$ cat src/rtl/clkdiv_pkg.sv
// Shared definitions for the programmable reference-clock divider.
// State codes and the config validity rule live here.
package clkdiv_pkg;

    localparam int DEF_CNT_W = 8;

    localparam logic [1:0] ST_IDLE = 2'd0;
    localparam logic [1:0] ST_RUN  = 2'd1;
    localparam logic [1:0] ST_PEND = 2'd2;
    localparam logic [1:0] ST_STOP = 2'd3;

    // A ratio is usable only if both the high and the low phase are non-empty.
    function automatic logic cfg_ok(input logic [31:0] d, input logic [31:0] h);
        return (d >= 32'd2) && (h != 32'd0) && (h < d);
    endfunction

endpackage

$ cat src/rtl/clkdiv_core.sv
// Period counter with registered divided clock and period strobe.
// The count restarts at zero whenever the block is (re)enabled.
module clkdiv_core #(
    parameter int CNT_W = 8
) (
    input  logic             clk,
    input  logic             rst,
    input  logic             en,
    input  logic [CNT_W-1:0] div,
    input  logic [CNT_W-1:0] high,
    output logic             wrap,
    output logic             div_clk_out,
    output logic             period_strobe
);

    logic             active_q, active_d;
    logic [CNT_W-1:0] cnt_q, cnt_d;
    logic             out_q, out_d;
    logic             stb_q, stb_d;

    assign wrap          = active_q && (cnt_q == div - CNT_W'(1));
    assign div_clk_out   = out_q;
    assign period_strobe = stb_q;

    always_comb begin
        cnt_d = '0;
        if (en && active_q && !wrap) cnt_d = cnt_q + CNT_W'(1);
        active_d = en;
        out_d    = en && (cnt_d < high);
        stb_d    = en && (cnt_d == '0);
    end

    always_ff @(posedge clk or posedge rst) begin
        if (rst) begin
            active_q <= 1'b0;
            cnt_q    <= '0;
            out_q    <= 1'b0;
            stb_q    <= 1'b0;
        end else begin
            active_q <= active_d;
            cnt_q    <= cnt_d;
            out_q    <= out_d;
            stb_q    <= stb_d;
        end
    end

endmodule

$ cat src/rtl/clock_divider_sequencer.sv
// Run/stop sequencing and ratio handshake around the divider core.
// New ratios only reach the core on a period boundary or while idle.
module clock_divider_sequencer
    import clkdiv_pkg::*;
#(
    parameter int CNT_W        = DEF_CNT_W,
    parameter int DEFAULT_DIV  = 5,
    parameter int DEFAULT_HIGH = 2
) (
    input  logic             FiftyMHz_ref_clock,
    input  logic             reset,
    input  logic             run,
    input  logic             cfg_valid,
    output logic             cfg_ready,
    input  logic [CNT_W-1:0] cfg_div,
    input  logic [CNT_W-1:0] cfg_high,
    output logic             cfg_err,
    output logic             div_clk_out,
    output logic             period_strobe,
    output logic             running
);

    logic [1:0]       state_q, state_d;
    logic [CNT_W-1:0] div_q, div_d;
    logic [CNT_W-1:0] high_q, high_d;
    logic [CNT_W-1:0] pend_div_q, pend_div_d;
    logic [CNT_W-1:0] pend_high_q, pend_high_d;
    logic             pend_vld_q, pend_vld_d;
    logic             err_q, err_d;
    logic             wrap, en, idle, accept, load, apply;

    assign cfg_ready = (state_q != ST_PEND);
    assign running   = (state_q != ST_IDLE);
    assign cfg_err   = err_q;

    always_comb begin
        idle   = (state_q == ST_IDLE);
        accept = cfg_valid && cfg_ready;
        load   = accept && cfg_ok(32'(cfg_div), 32'(cfg_high));
        apply  = pend_vld_q && (wrap || idle);
        err_d  = accept && !load;

        div_d       = div_q;
        high_d      = high_q;
        pend_div_d  = pend_div_q;
        pend_high_d = pend_high_q;
        pend_vld_d  = pend_vld_q;

        if (apply) begin
            div_d      = pend_div_q;
            high_d     = pend_high_q;
            pend_vld_d = 1'b0;
        end
        // While counting, a new ratio must wait for the next wrap.
        if (load && idle) begin
            div_d  = cfg_div;
            high_d = cfg_high;
        end else if (load) begin
            pend_div_d  = cfg_div;
            pend_high_d = cfg_high;
            pend_vld_d  = 1'b1;
        end

        if (idle)
            state_d = run ? ST_RUN : ST_IDLE;
        else if (!run)
            state_d = wrap ? ST_IDLE : ST_STOP;
        else
            state_d = pend_vld_d ? ST_PEND : ST_RUN;

        en = (state_d != ST_IDLE);
    end

    always_ff @(posedge FiftyMHz_ref_clock or posedge reset) begin
        if (reset) begin
            state_q     <= ST_IDLE;
            div_q       <= CNT_W'(DEFAULT_DIV);
            high_q      <= CNT_W'(DEFAULT_HIGH);
            pend_div_q  <= '0;
            pend_high_q <= '0;
            pend_vld_q  <= 1'b0;
            err_q       <= 1'b0;
        end else begin
            state_q     <= state_d;
            div_q       <= div_d;
            high_q      <= high_d;
            pend_div_q  <= pend_div_d;
            pend_high_q <= pend_high_d;
            pend_vld_q  <= pend_vld_d;
            err_q       <= err_d;
        end
    end

    clkdiv_core #(
        .CNT_W(CNT_W)
    ) u_core (
        .clk          (FiftyMHz_ref_clock),
        .rst          (reset),
        .en           (en),
        .div          (div_q),
        .high         (high_q),
        .wrap         (wrap),
        .div_clk_out  (div_clk_out),
        .period_strobe(period_strobe)
    );

endmodule

$ cat config.mk
export PLATFORM = sky130hd
export DESIGN_NAME = clock_divider_sequencer
export DESIGN_NICKNAME = d
export VERILOG_FILES = /design/src/rtl/clkdiv_pkg.sv /design/src/rtl/clkdiv_core.sv /design/src/rtl/clock_divider_sequencer.sv
export SDC_FILE = /design/constraint.sdc
export NUM_CORES = 1
export LEC_CHECK = 0
export CORE_UTILIZATION = 60
export CTS_CLUSTER_SIZE = 28
export DETAILED_ROUTE_END_ITERATION = 7
export PLACE_DENSITY = 0.83
export SLEW_MARGIN = 5
export SYNTH_ARGS = -nofsm -noshare
export SYNTH_HDL_FRONTEND = slang
export SYNTH_SLANG_ARGS = --single-unit
export TNS_END_PERCENT = 50
$ cat constraint.sdc
create_clock -name FiftyMHz_ref_clock -period 9.3 [get_ports FiftyMHz_ref_clock]
set_input_delay 1.395 -clock FiftyMHz_ref_clock [delete_from_list [all_inputs] [get_ports FiftyMHz_ref_clock]]
set_output_delay 1.395 -clock FiftyMHz_ref_clock [all_outputs]
set_load 0.05 [all_outputs]
# --- Word-level counts from Yosys, hierarchy flattened ---
# Cells that the tools add are included.
totals:
  ff_bits: 47
  inputBits: 20
  output_inout_bits: 5
classes:
  add_sub_neg: 2
  n_lt_le_gt_ge: 3
  n_eq_ne: 2
  mux: 13
  n_bitwise: 1
  reduce_logical: 22
ops:
  columns: ["operator", "n"]
  rows:
  - ["2-to-1 mux 8 bit", 5]
  - ["< comparator 8 bit", 2]
  - ["logical AND 1 bit", 12]
  - ["adder 8 x 1 -> 8 bit (second input constant)", 1]
  - ["equality test 8 bit", 1]
  - ["greater-or-equal comparator 8 x 2 -> 1 bit (second input constant)", 1]
  - ["zero test 8 bit", 1]
  - ["2-to-1 mux 2 bit", 4]
  - ["nonzero test 8 bit", 1]
  - ["subtractor 8 x 1 -> 8 bit (second input constant)", 1]
  - ["nonzero test 2 bit", 3]
  - ["2-to-1 mux 1 bit", 4]
  - ["zero test 1 bit", 2]
  - ["zero test 2 bit", 1]
  - ["inequality test 2 bit (second input constant)", 1]
  - ["AND reduction 2 bit", 1]
  - ["logical OR 1 bit", 1]
  - ["NOT 1 bit", 1]

# --- Depth between registers and ports, before layout ---
# Gate-level depths: netlist of run 1.
depth:
  word_depth: 17
  ltp_mapped: 15
  mapped_depth_nobuf: 15

# --- By module ---
# A second synthesis of run 1 with hierarchy kept.
unflattened:
  hier_cells: 253
  area_unflattened_um2: 2842.7
modules_own_cells:
  columns: ["mod", "n_inst", "cells_each", "area_per_inst_um2", "seq_area_each_um2"]
  rows:
  - ["clock_divider_sequencer", 1, 136, 1855.5, 904.6]
  - ["clkdiv_core", 1, 117, 987.2, 275.3]

# --- Worst setup path before layout of run 1 ---
# Ideal clock, no wire load.
synth_path:
  kind: "input port to flip-flop"
  start: "input cfg_div[5]"
  end: "register pend_div_q[2]"
  setup_time_ps: 125
  t_arrival_ps: 3356
  setup_slack_ps: 5819
  path_stages: 9
  n_path_buf: 2
  path_cell_list: "inv_1 > ha_1 > a21oi_1 > o22ai_1 > a2111oi_0 > o2111a_1 > buf_2 > buf_2 > mux2_2"
synth_via:
  elab_chain_cells: 7
synth_rtl:
  columns: ["item", "line", "source"]
  rows:
  - ["start, declared", "clock_divider_sequencer.sv:15", "input logic [CNT_W-1:0] cfg_div,"]
  - ["greater-or-equal comparator 8 x 2 -> 1 bit", "clkdiv_pkg.sv:14", "return (d >= 32'd2) && (h != 32'd0) && (h < d);"]
  - ["logical AND 1 bit", "clkdiv_pkg.sv:14", null]
  - ["logical AND 1 bit (*)", "clkdiv_pkg.sv:14", null]
  - ["logical AND 1 bit (*)", "clock_divider_sequencer.sv:39", "load = accept && cfg_ok(32'(cfg_div), 32'(cfg_high));"]
  - ["logical AND 1 bit", "clock_divider_sequencer.sv:55", "if (load && idle) begin"]
  - ["NOT 1 bit (no line)", null, null]
  - ["AND reduction 2 bit (no line) (*)", null, null]
  - ["end signal, assigned", "clock_divider_sequencer.sv:87", "pend_div_q <= pend_div_d;"]
  - ["end, declared", "clock_divider_sequencer.sv:26", "logic [CNT_W-1:0] pend_div_q, pend_div_d;"]
# Mark *: on every way between the ends. The rest lies on a longest branch, timed or not.
# A chain may end at the register's enable or synchronous reset.

# --- Worst setup path after layout of run 1 ---
layout_path:
  start: "input cfg_div[5]"
  end: "register pend_high_q[0]"
layout_via:
  elab_chain_cells: 7
layout_rtl:
  columns: ["item", "line", "source"]
  rows:
  - ["greater-or-equal comparator 8 x 2 -> 1 bit", "clkdiv_pkg.sv:14", null]
  - ["logical AND 1 bit", "clkdiv_pkg.sv:14", null]
  - ["logical AND 1 bit (*)", "clkdiv_pkg.sv:14", null]
  - ["logical AND 1 bit (*)", "clock_divider_sequencer.sv:39", null]
  - ["logical AND 1 bit", "clock_divider_sequencer.sv:55", null]
  - ["NOT 1 bit (no line)", null, null]
  - ["AND reduction 2 bit (no line) (*)", null, null]
  - ["end signal, assigned", "clock_divider_sequencer.sv:88", "pend_high_q <= pend_high_d;"]
  - ["end, declared", "clock_divider_sequencer.sv:27", "logic [CNT_W-1:0] pend_high_q, pend_high_d;"]
# Marks and branches as above.

==> impl_metrics.env, run 1 <==
export IMPL_place_gp_congestion=0.869
export IMPL_fin_crit_ps=4110
export IMPL_dp_hpwl_um=4070
export IMPL_syn_cell_area_um2=2690
export IMPL_numCtsBuffers=5
export IMPL_drive_gt1_share_pct=11.0
export IMPL_clockRootBuffer="clkbuf_8"
export IMPL_pin_count=25
export IMPL_max_freq_ghz=0.243
export IMPL_clkSinkCount=47
export IMPL_synthMostInstantiatedCell="dfrtp_1"
export IMPL_hold_viol_final=0
export IMPL_diodes=0
export IMPL_post_cts_setup_buffers=0
export IMPL_rsz0062_at_grt="no"
export IMPL_vias=2022
export IMPL_clk_latency_ps=300
export IMPL_synth_top_area_share_pct=40.9
export IMPL_setup_tns_ps=0
export IMPL_die_w_um=68.9
export IMPL_skew_ps=5.55
export IMPL_synth_edf_count=0
export IMPL_yosysUniqueCellTypes=44
export IMPL_setup_violations=0
export IMPL_grt_max_degree=48
export IMPL_ir_drop_mv=0.184
export IMPL_cts_max_level=2
export IMPL_avgSynthCellArea_um2=10.1
export IMPL_tightest_slew_ps=962
export IMPL_worstSetupStartpointType="input pin"
export IMPL_hold_class="reg2reg"
export IMPL_drc_errors=0
export IMPL_synthTopCellsByCount="44 x dfrtp_1, 27 x nor2_1, 23 x inv_1"
export IMPL_drtIter0Drc=143
export IMPL_power_uw=922
export IMPL_outcome="finished, final reports clean"
export IMPL_via_per_inst=5.95
export IMPL_dp_cells=332
export IMPL_port_buffers=24
export IMPL_syn_nets=302
export IMPL_layout_nets=325
export IMPL_yosys_warnings=0
export IMPL_antenna_found_initial=0
export IMPL_relSlewSlack_pct=35.7
export IMPL_fp_dieH_um=68.9
export IMPL_wl_met3_um=155
export IMPL_overflow=0
export IMPL_nFillCells=327
export IMPL_fin_cells=340
export IMPL_synth_area_leaders="dfrtp_1 41%, ha_1 7.4%, mux2_2 6.7%, nor2_1 3.8%, xor2_1 3.6%"
export IMPL_wl_per_cell_um=16.1
export IMPL_cp_max_fo=18
export IMPL_top_layer_used="met4"
export IMPL_synthFlopType="dfrtp_1"
export IMPL_seq_area_um2=1180
export IMPL_hold_buffers=0
export IMPL_core_area_um2=4140
export IMPL_worstPathRequired_ps=9490
export IMPL_cp_end_kind="register"
export IMPL_final_util_pct=73.4
export IMPL_synth_area_leader_cell="dfrtp_1"
export IMPL_initial_utilization_pct=64.9
export IMPL_clock_path_buffers=2
export IMPL_track_usage_pct=27.8
export IMPL_cap_viol_max_count=0
export IMPL_clk_pin_slew_ps=90
export IMPL_crit_type="in2reg"
export IMPL_syn2layout_area_growth_pct=13.1
export IMPL_dieArea_um2=4750
export IMPL_rows=23
export IMPL_fin_crit_sh_pct=44.2
export IMPL_powerDensity_nw_per_um2=303
export IMPL_cts_resized=0
export IMPL_cts_tree="yes"
export IMPL_synthArstFlopShare_pct=100
export IMPL_synth_seq_cells=47
export IMPL_critical_path_arrival_ps=4300
export IMPL_drv_slew=0
export IMPL_p_leak_nw=1.37
export IMPL_multi_input_area_um2=1370
export IMPL_synth_cells=266
export IMPL_first_global_vias=1983
export IMPL_wirelength_met1_um=2600
export IMPL_wl_met2_um=2630
export IMPL_dr_pass1_iters=4
export IMPL_synth_seq_area_share_pct=43.9
export IMPL_grt_pass1_wl_um=9400
export IMPL_ant_nets=0
export IMPL_wl_um=5480
per-layer routing:
| metal | up-vias | global-route usage [%] |
|---|---|---|
| li1 | 987 | - |
| met1 | 986 | 37.9 |
| met2 | 40 | 44.9 |
| met3 | 9 | 4.93 |
| met4 | 0 | 8.93 |
| met5 | - | 0 |
critical path, cell delays in order:
cell,delay (ps)
clkdlybuf4s50_1,490
inv_1,70
ha_1,300
a21oi_1,130
o22ai_1,80
a2111oi_0,580
o2111a_1,830
mux2_2,420
per-stage QoR:
stage	setup slack, ps	hold WS [ps]	area, um^2
finish	5190	510	3040
global route	4930	534	3040
CTS	5220	511	3040
detailed placement	4900	491	2960
global placement	4980	491	2960
floorplan	5820	473	2690
cells by family (layout without fill, tap and decap cells):
| logic type | Yosys count | after routing | synth area share, % |
|---|---|---|---|
| AND/OR/NAND/NOR | 80 | 80 | 14.8 |
| AO/OA/AOI/OAI | 47 | 47 | 12.8 |
| flip-flops | 47 | 47 | 43.9 |
| buffers and inverters | 33 | 57 | 5.12 |
| multiplexers | 25 | 25 | 10.1 |
| XOR/XNOR | 18 | 18 | 5.86 |
| adder cells (fa/ha/maj) | 16 | 16 | 7.45 |
layout by cell type, fill, tap and decap left out, types with 5 or more instances in the layout:
cell type | synthesis | routed
nand2_1 | 14 | 14
xnor2_1 | 7 | 7
xor2_1 | 11 | 11
clkbuf_8 | 0 | 5
nor2_1 | 27 | 27
a21oi_1 | 16 | 16
mux2i_1 | 9 | 9
mux2_2 | 16 | 16
ha_1 | 16 | 16
o221ai_1 | 7 | 7
and3_1 | 5 | 5
clkdlybuf4s50_1 | 0 | 24
inv_1 | 23 | 22
dfrtp_1 | 44 | 44
nand3_1 | 13 | 13
power by group:
group / internal, mW / switching [mW] / leakage, nW
logic: 0.198 / 0.216 / 0.775
clock network: 0.0526 / 0.0683 / 0.0412
registers: 0.301 / 0.0856 / 0.555
total: 0.552 / 0.369 / 1.37
sequential cells by signal (all words and copies together) (netlist names), 2 cells and up:
register,count
div_q,8
u_core.cnt_q,8
state_q,2
pend_div_q,8
high_q,8
pend_high_q,8
path summary, 6_finish.rpt:
path                                                 from                      endpoint  slack, ps  cells past startpoint
worst max-delay path                           cfg_div[5]    pend_high_q[0]$_DFFE_PP0P_       5190                      8
worst min-delay path            pend_div_q[3]$_DFFE_PP0P_          div_q[3]$_DFFE_PP0P_        510                      2
worst max register to register       div_q[0]$_DFFE_PP1P_  u_core.div_clk_out$_DFF_PP0_       5670                     14
worst min register to register  pend_div_q[3]$_DFFE_PP0P_          div_q[3]$_DFFE_PP0P_        510                      2
max in group asynchronous                           reset          state_q[1]$_DFF_PP0_       7060                      2
min in group asynchronous                           reset    pend_high_q[1]$_DFFE_PP0P_       1630                      2
layout make-up:
| cell class | count | area share, % |
|---|---|---|
| Sequential cell | 47 | 38.8 |
| Inverter | 23 | 2.84 |
| Tap cell | 50 | 2.06 |
| Multi-Input combinational cell | 186 | 45.1 |
| Clock buffer | 6 | 2.39 |
| Timing Repair Buffer | 26 | 8.40 |
| Clock inverter | 2 | 0.412 |
(Power assumes the default switching activity.)
==> inputs of run 2 (changes only) <==
- CORE_UTILIZATION: 60 -> 57
- PLACE_DENSITY: 0.83 -> 0.79
- clock period: 9.3 -> 3.8 ns (I/O delays scaled with it)
==> run 2 against run 1 <==
The run now ends with design-rule violations left. Non-clock buffer count is 3 higher. Core utilization fell by 3.8 points. Final cell count grew 1.5%. Register-to-register slack lost 5400 ps. First-iteration DRC count grew 9.1%. Power rose to 2.5 times the previous value. Clock skew down 0.52 ps. Die area increased by 5.1%. Worst hold slack better by 3.7 ps.
==> impl_metrics.env, run 2 (synthesis gave the netlist of run 1 again) <==
export IMPL_tightest_slew_ps=945
export IMPL_port_buffers=24
export IMPL_numCtsBuffers=5
export IMPL_hold_viol_final=0
export IMPL_relSlewSlack_pct=36.9
export IMPL_overflow=0
export IMPL_vias=2025
export IMPL_ir_drop_mv=0.458
export IMPL_place_gp_congestion=0.882
export IMPL_path_delay_family="compound AO/OA/AOI/OAI gates"
export IMPL_final_cell_mix="44 x dfrtp_1, 27 x nor2_1, 24 x clkdlybuf4s50_1"
export IMPL_cpMaxStageDelayCell="dfstp_2"
export IMPL_crit_chain="inv_1 > ha_1 > nor3b_1 > xnor2_1 > o2111ai_2 > or3_1 > o211ai_1 > nor2_1 > ha_1 > a21o_1 > a21o_1 > a21oi_1 > o21ai_0 > a311oi_1"
export IMPL_drive_gt1_share_pct=12.3
export IMPL_initial_utilization_pct=60.5
export IMPL_antenna_found_initial=0
export IMPL_clock_path_buffers=2
export IMPL_grt_pass1_wl_um=9080
export IMPL_clk_latency_ps=310
export IMPL_critical_path_arrival_ps=3770
export IMPL_die_w_um=70.7
export IMPL_cp_max_fo=6
export IMPL_clk_pin_slew_ps=90
export IMPL_core_area_um2=4440
export IMPL_rrSetupSlack_ps=230
export IMPL_clockRootBuffer="clkbuf_8"
export IMPL_rows=24
export IMPL_track_usage_pct=23.7
export IMPL_fin_crit_sh_pct=93.9
export IMPL_skew_ps=5.03
export IMPL_drtIter0Drc=156
export IMPL_drc_errors=4
export IMPL_dieArea_um2=5000
export IMPL_final_common_cell="dfrtp_1"
export IMPL_via_per_inst=5.87
export IMPL_hold_buffers=0
export IMPL_grt_max_degree=48
export IMPL_ant_nets=0
export IMPL_powerDensity_nw_per_um2=746
export IMPL_worst_path_largest_cell_delay_ps=580
export IMPL_outcome="complete, but fails checks"
export IMPL_violations="design-rule violations"
export IMPL_crit_type="reg2reg"
export IMPL_dp_hpwl_um=4020
export IMPL_path_buf_inv=1
export IMPL_cp_end_kind="register"
export IMPL_wl_per_cell_um=15.9
export IMPL_worst_slack_ps=233
export IMPL_cap_viol_max_count=0
export IMPL_fin_crit_ps=3570
export IMPL_layout_nets=328
export IMPL_cts_max_level=2
export IMPL_cts_tree="yes"
export IMPL_fp_dieH_um=70.7
export IMPL_clkSinkCount=47
export IMPL_syn2layout_area_growth_pct=15.0
export IMPL_setup_violations=0
export IMPL_max_freq_ghz=0.280
export IMPL_first_global_vias=1879
export IMPL_worstSetupStartpointType="register"
export IMPL_drv_slew=0
export IMPL_dr_pass1_iters=6
export IMPL_wl_um=5480
export IMPL_worstPathRequired_ps=4000
export IMPL_power_mw=2.31
export IMPL_pin_count=25
export IMPL_hold_class="reg2reg"
export IMPL_p_leak_nw=1.40
export IMPL_dp_slack_ps=244
export IMPL_diodes=0
==> run 2: stage by stage <==
step	instances	hold slack, ps	utilization, %	setup TNS (ps)	area, um^2
after detailed placement	336	498	67.2	0	2990
final	345	513	69.6	0	3090
after floorplan	266	473	-	0	2690
after global routing	345	524	69.6	-11.9	3090
after CTS	344	517	69.4	0	3080
after global placement	336	485	67.2	0	2990
==> run 2: path summary, 6_finish.rpt <==
check | startpoint | to | cells after the start
max | div_q[0]$_DFFE_PP1P_ | u_core.div_clk_out$_DFF_PP0_ | 14
min | pend_high_q[6]$_DFFE_PP0P_ | pend_high_q[6]$_DFFE_PP0P_ | 1
max reg2reg | div_q[0]$_DFFE_PP1P_ | u_core.div_clk_out$_DFF_PP0_ | 14
min reg2reg | pend_high_q[6]$_DFFE_PP0P_ | pend_high_q[6]$_DFFE_PP0P_ | 1
max in group asynchronous | reset | pend_div_q[6]$_DFFE_PP0P_ | 2
min in group asynchronous | reset | high_q[7]$_DFFE_PP0P_ | 2
==> run 2: cell type report <==
| cell class | instances | area, um^2 |
|---|---|---|
| Clock buffer | 6 | 82.6 |
| Clock inverter | 2 | 16.3 |
| Fill cell | 332 | 1350 |
| Inverter | 23 | 86.3 |
| Multi-Input combinational cell | 186 | 1370 |
| Sequential cell | 47 | 1180 |
| Tap cell | 52 | 65.1 |
| Timing Repair Buffer | 29 | 290 |
==> run 2: power breakdown <==
part           internal (mW)  switching (mW)  leakage (nW)
registers              0.737           0.208         0.555
clock network          0.149           0.178        0.0474
logic                  0.501           0.533         0.794
total                   1.39           0.919          1.40
==> run 2: timing repair <==
| item | in CTS | in global routing |
|---|---|---|
| setup buffers | 0 | 1 |
| setup endpoints to repair | 0 | 1 |
| endpoints found under the hold margin | 0 | 0 |
| resized for setup | 0 | 0 |
==> run 2: routing by layer <==
layer  wire length [um]  track usage (%)
met5                  0                0
met4                108             9.33
met3                252             4.42
met2               2560             36.1
met1               2570             33.9
==> inputs of run 3 (changes only) <==
- ABC_CLOCK_PERIOD_IN_PS: not set -> 3800
- MAX_ROUTING_LAYER: not set -> met4
- REMOVE_ABC_BUFFERS: not set -> 1
==> run 3 against run 2 <==
The run still ends with design-rule violations left. Worst hold slack worse by 12 ps. Core utilization down 0.37 points. Register-to-register slack barely moved. Sequential share of layout area is 0.20 points higher. Clock skew increased by 6.4 ps. Sequential cell count unchanged. Largest power group unchanged. Highest routed layer unchanged.
==> impl_metrics.env, run 3 (synthesis gave the netlist of run 1 again) <==
export IMPL_outcome="complete, but fails checks"
export IMPL_violations="design-rule violations"
export IMPL_placed_area_um2=2970
export IMPL_use_met1_pct=32.2
export IMPL_fin_area_um2=3080
export IMPL_multi_input_area_um2=1370
export IMPL_relSlewSlack_pct=36.7
export IMPL_vias=2027
export IMPL_drc_errors=2
export IMPL_powerDensity_nw_per_um2=742
export IMPL_clk_latency_ps=310
export IMPL_cts_tree="yes"
export IMPL_fin_hold_ws_ps=501
export IMPL_post_cts_setup_buffers=0
export IMPL_fin_crit_ps=3570
export IMPL_met2_usage_pct=40.0
export IMPL_tightest_slew_ps=950
export IMPL_busiest_layer="met2"
export IMPL_max_freq_ghz=0.280
export IMPL_syn2layout_area_growth_pct=14.4
export IMPL_wl_um=5460
export IMPL_seq_area_um2=1180
export IMPL_clk_pin_slew_ps=90
export IMPL_clockRootBuffer="clkbuf_8"
export IMPL_hold_class="reg2reg"
export IMPL_pin_count=25
export IMPL_worstSetupStartpointType="register"
export IMPL_numCtsBuffers=5
export IMPL_final_cell_mix="44 x dfrtp_1, 27 x nor2_1, 24 x clkdlybuf4s50_1"
export IMPL_clkSinkCount=47
export IMPL_ir_drop_mv=0.398
export IMPL_grt_pass1_wl_um=9220
export IMPL_fin_crit_sh_pct=93.9
export IMPL_port_buffers=24
export IMPL_antenna_found_initial=0
export IMPL_first_global_vias=1933
export IMPL_holdPathStages=2
export IMPL_layout_nets=329
export IMPL_setup_violations=0
export IMPL_ant_nets=0
export IMPL_place_gp_congestion=0.908
export IMPL_fp_dieH_um=70.7
export IMPL_gr_usage_met3_pct=3.85
export IMPL_p_leak_nw=1.40
export IMPL_cts_max_level=2
export IMPL_hold_viol_final=0
export IMPL_rsz0062_at_grt="no"
export IMPL_overflow=0
export IMPL_via_per_inst=5.86
export IMPL_reg2reg_depth=14
export IMPL_drtIter0Drc=145
export IMPL_dp_hpwl_um=4020
export IMPL_nFillCells=351
export IMPL_dr_pass1_iters=6
export IMPL_drv_slew=0
export IMPL_wl_per_cell_um=15.8
export IMPL_final_common_cell="dfrtp_1"
export IMPL_hold_buffers=0
export IMPL_reg2reg_to="u_core.div_clk_out$_DFF_PP0_"
export IMPL_worstPathRequired_ps=4000
export IMPL_core_area_um2=4440
export IMPL_drive_gt1_share_pct=12.6
export IMPL_skew_ps=11.4
export IMPL_cap_viol_max_count=0
export IMPL_rows=24
export IMPL_grt_max_degree=48
export IMPL_track_usage_pct=24.7
export IMPL_diodes=0
export IMPL_cp_max_fo=6
export IMPL_setup_tns_ps=0
export IMPL_initial_utilization_pct=60.5
export IMPL_die_w_um=70.7
export IMPL_rrSetupSlack_ps=230
export IMPL_clock_path_buffers=2
export IMPL_dieArea_um2=5000
export IMPL_critical_path_arrival_ps=3770
export IMPL_min_from="pend_div_q[7]$_DFFE_PP0P_"
export IMPL_cp_end_kind="register"
export IMPL_reg2reg_from="div_q[0]$_DFFE_PP1P_"
export IMPL_hold_path_end="div_q[7]$_DFFE_PP0P_"
export IMPL_crit_type="reg2reg"
export IMPL_cts_resized=0
[run 3: worst max-delay path: stages (launching register included)]
cell and delay (ps):
dfstp_2 580, inv_1 50, ha_1 230, xor2_1 160, xnor2_1 180, o2111ai_2 180
or3_1 450, o211ai_1 280, nor2_1 150, ha_1 330, a21o_1 190, a21o_1 170
a21oi_1 130, o21ai_0 100, a311oi_1 280
[run 3: worst max-delay path by stage]
stage / from / end / slack, ps / cells past startpoint
floorplan: div_q[0]$_DFFE_PP1P_ / u_core.div_clk_out$_DFF_PP0_ / 580 / 14
global placement: div_q[0]$_DFFE_PP1P_ / u_core.div_clk_out$_DFF_PP0_ / 390 / 14
detailed placement: div_q[0]$_DFFE_PP1P_ / u_core.div_clk_out$_DFF_PP0_ / 260 / 14
CTS: div_q[0]$_DFFE_PP1P_ / u_core.div_clk_out$_DFF_PP0_ / 160 / 14
global route: div_q[0]$_DFFE_PP1P_ / u_core.div_clk_out$_DFF_PP0_ / 20 / 14
finish: div_q[0]$_DFFE_PP1P_ / u_core.div_clk_out$_DFF_PP0_ / 230 / 14
[run 3: where the power goes]
part,switching (mW),leakage (nW),internal (mW)
Combinational,0.536,0.796,0.502
Clock,0.176,0.0483,0.130
Sequential,0.201,0.555,0.737
[run 3: final cells by class]
type / count / share of cell area (%)
inverter: 23 / 2.81
clock inverter: 3 / 0.610
sequential: 47 / 38.4
tap: 52 / 2.12
multi-input combinational: 186 / 44.6
timing repair buffer: 30 / 9.28
clock buffer: 5 / 2.24
[run 3: per-stage QoR]
| stage | util [%] | instances | setup slack [ps] | total power, mW |
|---|---|---|---|---|
| floorplan | - | 256 | 575 | 1.70 |
| global placement | 66.9 | 336 | 394 | 1.92 |
| detailed placement | 66.9 | 336 | 264 | 1.96 |
| CTS | 68.9 | 344 | 165 | 2.27 |
| global route | 69.2 | 346 | 16.5 | 2.44 |
| finish | 69.2 | 346 | 234 | 2.28 |
[run 3: per-layer routing]
metal / up-vias / routed length [um] / part of all wire, %
li1: 993 / - / -
met1: 981 / 2580 / 47
met2: 47 / 2630 / 48
met3: 6 / 186 / 3.4
met4: 0 / 60 / 1.1
met5: - / 0 / 0
